## src/rtl/mux_scan_ctrl.sv

```systemverilog
// ---------------------------------------------------------------------------
// mux_scan_ctrl
//
// Sequencer for a 16:1 bit multiplexer. It drives the mux select lines and
// samples the mux output, either once for a single channel or across all 16
// channels to rebuild a 16-bit word.
//
// Handshake: start is a request pulse taken only while the FSM is idle
// (busy=0, done=0). After acceptance busy stays high until the operation
// finishes. A finished operation raises done for exactly one cycle, and from
// the following cycle data_valid=1 with data_out holding the result. Both
// remain until the next accepted start or reset. An abort while busy ends
// the operation with no done pulse and a cleared result.
//
// Ports:
//   clk        rising-edge clock
//   rst        synchronous, active-high reset
//   start      request pulse, accepted only in IDLE
//   mode       0 = single-channel read, 1 = full scan (latched on accept)
//   chan_sel   channel for a single read (latched on accept)
//   abort      cancels an operation in SETTLE or SAMPLE
//   mux_in     output bit of the 16:1 mux (synchronous to clk)
//   sel_out    mux select S[3:0]
//   busy       high in SETTLE and SAMPLE
//   done       one-cycle completion pulse
//   data_out   result word
//   data_valid data_out holds a completed result
// ---------------------------------------------------------------------------
module mux_scan_ctrl #(
  parameter int unsigned SETTLE_CYC = 1  // legal range 1..15
) (
  input  logic        clk,
  input  logic        rst,
  input  logic        start,
  input  logic        mode,
  input  logic [3:0]  chan_sel,
  input  logic        abort,
  input  logic        mux_in,
  output logic [3:0]  sel_out,
  output logic        busy,
  output logic        done,
  output logic [15:0] data_out,
  output logic        data_valid
);

  typedef enum logic [1:0] {
    S_IDLE   = 2'd0,
    S_SETTLE = 2'd1,
    S_SAMPLE = 2'd2,
    S_DONE   = 2'd3
  } state_t;

  localparam logic [3:0] CNT_LAST = 4'(SETTLE_CYC - 1);

  state_t      state, state_n;
  logic [3:0]  cnt, cnt_n;
  logic        mode_q, mode_n;
  logic [3:0]  sel_n;
  logic [15:0] data_n;
  logic        valid_n;

  // Next-state and datapath logic.
  always_comb begin
    state_n = state;
    cnt_n   = cnt;
    mode_n  = mode_q;
    sel_n   = sel_out;
    data_n  = data_out;
    valid_n = data_valid;
    busy    = 1'b0;
    done    = 1'b0;

    case (state)
      S_IDLE: begin
        // abort is ignored here, so start wins when both are high.
        if (start) begin
          mode_n  = mode;
          sel_n   = mode ? 4'd0 : chan_sel;
          data_n  = '0;
          valid_n = 1'b0;
          cnt_n   = '0;
          state_n = S_SETTLE;
        end
      end

      S_SETTLE: begin
        busy = 1'b1;
        if (abort) begin
          data_n  = '0;
          valid_n = 1'b0;
          state_n = S_IDLE;
        end else if (cnt == CNT_LAST) begin
          state_n = S_SAMPLE;
        end else begin
          cnt_n = cnt + 4'd1;
        end
      end

      S_SAMPLE: begin
        busy = 1'b1;
        // Abort takes priority over the capture of mux_in.
        if (abort) begin
          data_n  = '0;
          valid_n = 1'b0;
          state_n = S_IDLE;
        end else if (!mode_q) begin
          data_n  = {15'b0, mux_in};
          state_n = S_DONE;
        end else begin
          data_n[sel_out] = mux_in;
          if (sel_out == 4'd15) begin
            // The scan ends at channel 15; sel_out is not wrapped back to 0.
            state_n = S_DONE;
          end else begin
            sel_n   = sel_out + 4'd1;
            cnt_n   = '0;
            state_n = S_SETTLE;
          end
        end
      end

      S_DONE: begin
        done    = 1'b1;
        valid_n = 1'b1;
        state_n = S_IDLE;
      end

      default: begin
        state_n = S_IDLE;
      end
    endcase
  end

  // State and datapath registers.
  always_ff @(posedge clk) begin
    if (rst) begin
      state      <= S_IDLE;
      cnt        <= '0;
      mode_q     <= 1'b0;
      sel_out    <= '0;
      data_out   <= '0;
      data_valid <= 1'b0;
    end else begin
      state      <= state_n;
      cnt        <= cnt_n;
      mode_q     <= mode_n;
      sel_out    <= sel_n;
      data_out   <= data_n;
      data_valid <= valid_n;
    end
  end

endmodule

```

## config.mk

```make
export PLATFORM = sky130hd
export DESIGN_NAME = mux_scan_ctrl
export DESIGN_NICKNAME = d
export VERILOG_FILES = /design/src/rtl/mux_scan_ctrl.sv
export SDC_FILE = /design/constraint.sdc
export NUM_CORES = 1
export LEC_CHECK = 0
export ABC_AREA = 1
export BUFFER_PORTS_ARGS = -buffer_cell sky130_fd_sc_hd__buf_2
export CAP_MARGIN = 0
export CORE_MARGIN = 1.5
export CORE_UTILIZATION = 45
export CTS_BUF_LIST = sky130_fd_sc_hd__clkbuf_4
export CTS_CLUSTER_DIAMETER = 100
export DETAILED_ROUTE_END_ITERATION = 10
export PLACE_DENSITY = 0.67
export SKIP_CTS_REPAIR_TIMING = 1
export SLEW_MARGIN = 40
export SYNTH_ARGS = -nofsm -noshare
export SYNTH_HDL_FRONTEND = slang
export SYNTH_SLANG_ARGS = --single-unit
```

## constraint.sdc

```tcl
create_clock -name clk -period 1.76 [get_ports clk]
set_input_delay 0.264 -clock clk [delete_from_list [all_inputs] [get_ports clk]]
set_output_delay 0.264 -clock clk [all_outputs]
set_load 0.02 [all_outputs]
```

==> impl_metrics.py <==
metrics = {
    "min_path": {
        "min_from": "mode",
        "whs_endpoint": "mode_q",
        "holdPathStages": 3,
        "worstHoldPathType": "in2reg",
    },
    "grt": {
        "grt_pass1_vias": 1460,
        "grt_max_degree": 23,
        "grt-busiest-layer": "met2",
        "met1_usage": 0.245,
        "grt_overflow": 0,
        "grt_usage": 0.184,
        "met3_usage": 0.0174,
        "grt_pass1_wl_um": 6230,
        "met2_usage": 0.321,
        "antenna_found_initial": 0,
    },
    "timing": {
        "finalCritPeriodShare": 0.909,
        "setup_tns_ns": 0,
        "fmaxAchievable_mhz": 625,
        "finalClockSkew_ns": 0.0205,
        "drv_slew": 0,
        "maxSlewHeadroom": 0.722,
        "hold_ws_ns": 0.179,
        "hold_viol": 0,
        "post-route-min-period_ns": 1.60,
        "finalSetupViolCount": 0,
        "tightest_slew_ns": 0.417,
        "rsz0062_at_grt": "true",
    },
    "routing": {
        "ant_nets": 0,
        "via_per_inst": 4.82,
        "drt_iter0_drc": 88,
        "drc": 0,
        "vias": 1663,
        "dr.pass1.iters": 4,
        "routedWlPerCell_um": 10.6,
        "wl_um": 3670,
    },
    "finish": {
        "multi_input_area_um2": 980,
        "seq_area_um2": 562,
        "layout-drive-gt1-share": 0.178,
        "final_cell_mix": "nand2_1 (76), inv_1 (33), buf_2 (32), dfxtp_1 (27)",
        "antennaDiodeCount": 0,
        "nNetsFinal": 319,
        "area_delta_synth_final_pct": 14.5,
        "mostFrequentLayoutCell": "nand2_1",
        "fillers": 369,
    },
    "placed_design": {
        "gp_congestion": 0.893,
        "dp_hpwl_um": 2890,
        "portBuffers": 32,
    },
    "synthesis": {
        "syn_avg_cell_area_um2": 6.47,
        "muxShareOfSynthArea": 0,
        "synth_top_area_frac": 0.327,
        "yosysWarnings": 0,
        "ys_top_cells_by_area": "dfxtp_1 (33%), nand2_1 (17%), ha_1 (8.0%)",
        "yosysTopAreaCell": "dfxtp_1",
        "synth-seq-cells": 28,
        "synth_simple_gate_area_share": 0.336,
        "synth_top_family_by_area": "simple AND/OR/NAND/NOR gates",
        "synth_cell_types": 23,
        "syn_area_um2": 1720,
        "syn-num-nets": 286,
        "synthXorXnorAreaFrac": 0.00511,
        "synth_compound_area_frac": 0.149,
        "syn_inst": 265,
        "ys_seq_area_frac": 0.327,
        "yosys.area_share.adder": 0.0802,
    },
    "power_and_ir_drop": {
        "p_leak_nw": 0.966,
        "power-per-cell-area_nw_per_um2": 727,
        "finalPower_w": 0.00143,
        "ir_worst_vdd_v": 0.000308,
    },
    "worst_setup_path": {
        "r2r-end": "cnt[3]",
        "reg2reg_from": "state[0]",
        "r2r_slack_ns": 0.16,
        "crit_fanout": 8,
        "rr_worst_depth": 9,
        "worstPathArrival_ns": 1.83,
        "cp-end-kind": "flip-flop",
        "cp-start-kind": "flip-flop",
        "worstSetupPathType": "reg2reg",
        "cp.required_ns": 1.99,
    },
    "floorplanning": {
        "ios": 33,
        "initial_core_util": 0.469,
        "die-area_um2": 4190,
        "die_w_um": 64.7,
        "core_um2": 3660,
        "fp.dieH_um": 64.7,
        "num_rows": 22,
    },
    "flow_run": {
        "maxCapViolCount": 0,
    },
    "clock_tree": {
        "cts_tree": "done",
        "path_clk_slew_ns": 0.16,
        "cts_buffers": 3,
        "cts.sinks": 28,
        "cts_root_buffer": "clkbuf_4",
        "clock_latency_ns": 0.33,
        "htree_levels": 1,
        "cts_max_path_buffers": 2,
    },
    "run_status": {
        "status": "complete, no violations",
    },
}
## per-layer routing
| metal | part of all wire | up-vias |
|---|---|---|
| met3 | 0.029 | 4 |
| li1 | - | 906 |
| met1 | 0.49 | 725 |
| met2 | 0.47 | 28 |
| met5 | 0 | - |
| met4 | 0.0090 | 0 |
## critical path: stages (launching register included)
cell and delay [ns]:
dfxtp_2 0.36, inv_1 0.12, ha_2 0.30, inv_1 0.11, nor2_1 0.21, inv_1 0.12
nand3_1 0.12, inv_1 0.06, nor2_1 0.08, nor2_1 0.04
## where the power goes
part           leakage, nW  switching (W)  internal [W]
Sequential           0.227      0.0000514      0.000668
Combinational        0.724       0.000284      0.000153
Clock               0.0154       0.000189     0.0000830
Total                0.966       0.000524      0.000904
## synth_stat cells, drive strengths merged
cell type / instances
o21ai: 20
a22oi: 1
inv: 36
clkbuf: 4
a311oi: 1
buf: 5
nor3: 1
nor2: 30
ha: 11
nand2: 77
xnor2: 1
dfxtp: 28
a21oi: 27
nand3: 19
nand4: 4
## cell families after synthesis
kind of cell / after synthesis
fa+ha+maj: 11
flops: 28
buf+inv: 45
xor+xnor: 1
compound gates: 49
simple gates: 131
## through the flow
step	utilization	area, µm²	cells	worst slack, ns
2_1_floorplan	-	1720	265	0.184
4_1_cts	0.535	1960	345	0.0365
3_3_place_gp	0.527	1930	341	0.0356
6_report	0.537	1960	345	0.160
3_5_place_dp	0.527	1930	341	0.0525
5_1_grt	0.537	1960	345	-0.00401
## sequential cells by signal, indices dropped and copies added (netlist names)
register / flops
sel_out: 4
data_out: 16
data_valid: 1
cnt: 4
state: 2
mode_q: 1
## worst max-delay path by stage
| stage | cells past startpoint | to | slack, ns | start |
|---|---|---|---|---|
| floorplan | 9 | cnt[1] | 0.18 | sel_out[0] |
| global placement | 9 | cnt[1] | 0.04 | state[0] |
| detailed placement | 9 | cnt[3] | 0.05 | state[0] |
| CTS | 9 | cnt[1] | 0.04 | state[0] |
| global route | 9 | cnt[1] | -0.004 | state[0] |
| finish | 9 | cnt[3] | 0.16 | state[0] |
## cell type report
class | count | area share
inverter | 36 | 0.0688
multi-input combinational | 192 | 0.499
tap | 48 | 0.0306
timing repair buffer | 37 | 0.103
clock buffer | 3 | 0.0115
sequential | 28 | 0.286
clock inverter | 1 | 0.00191
Power figures use the tool's default switching activity.
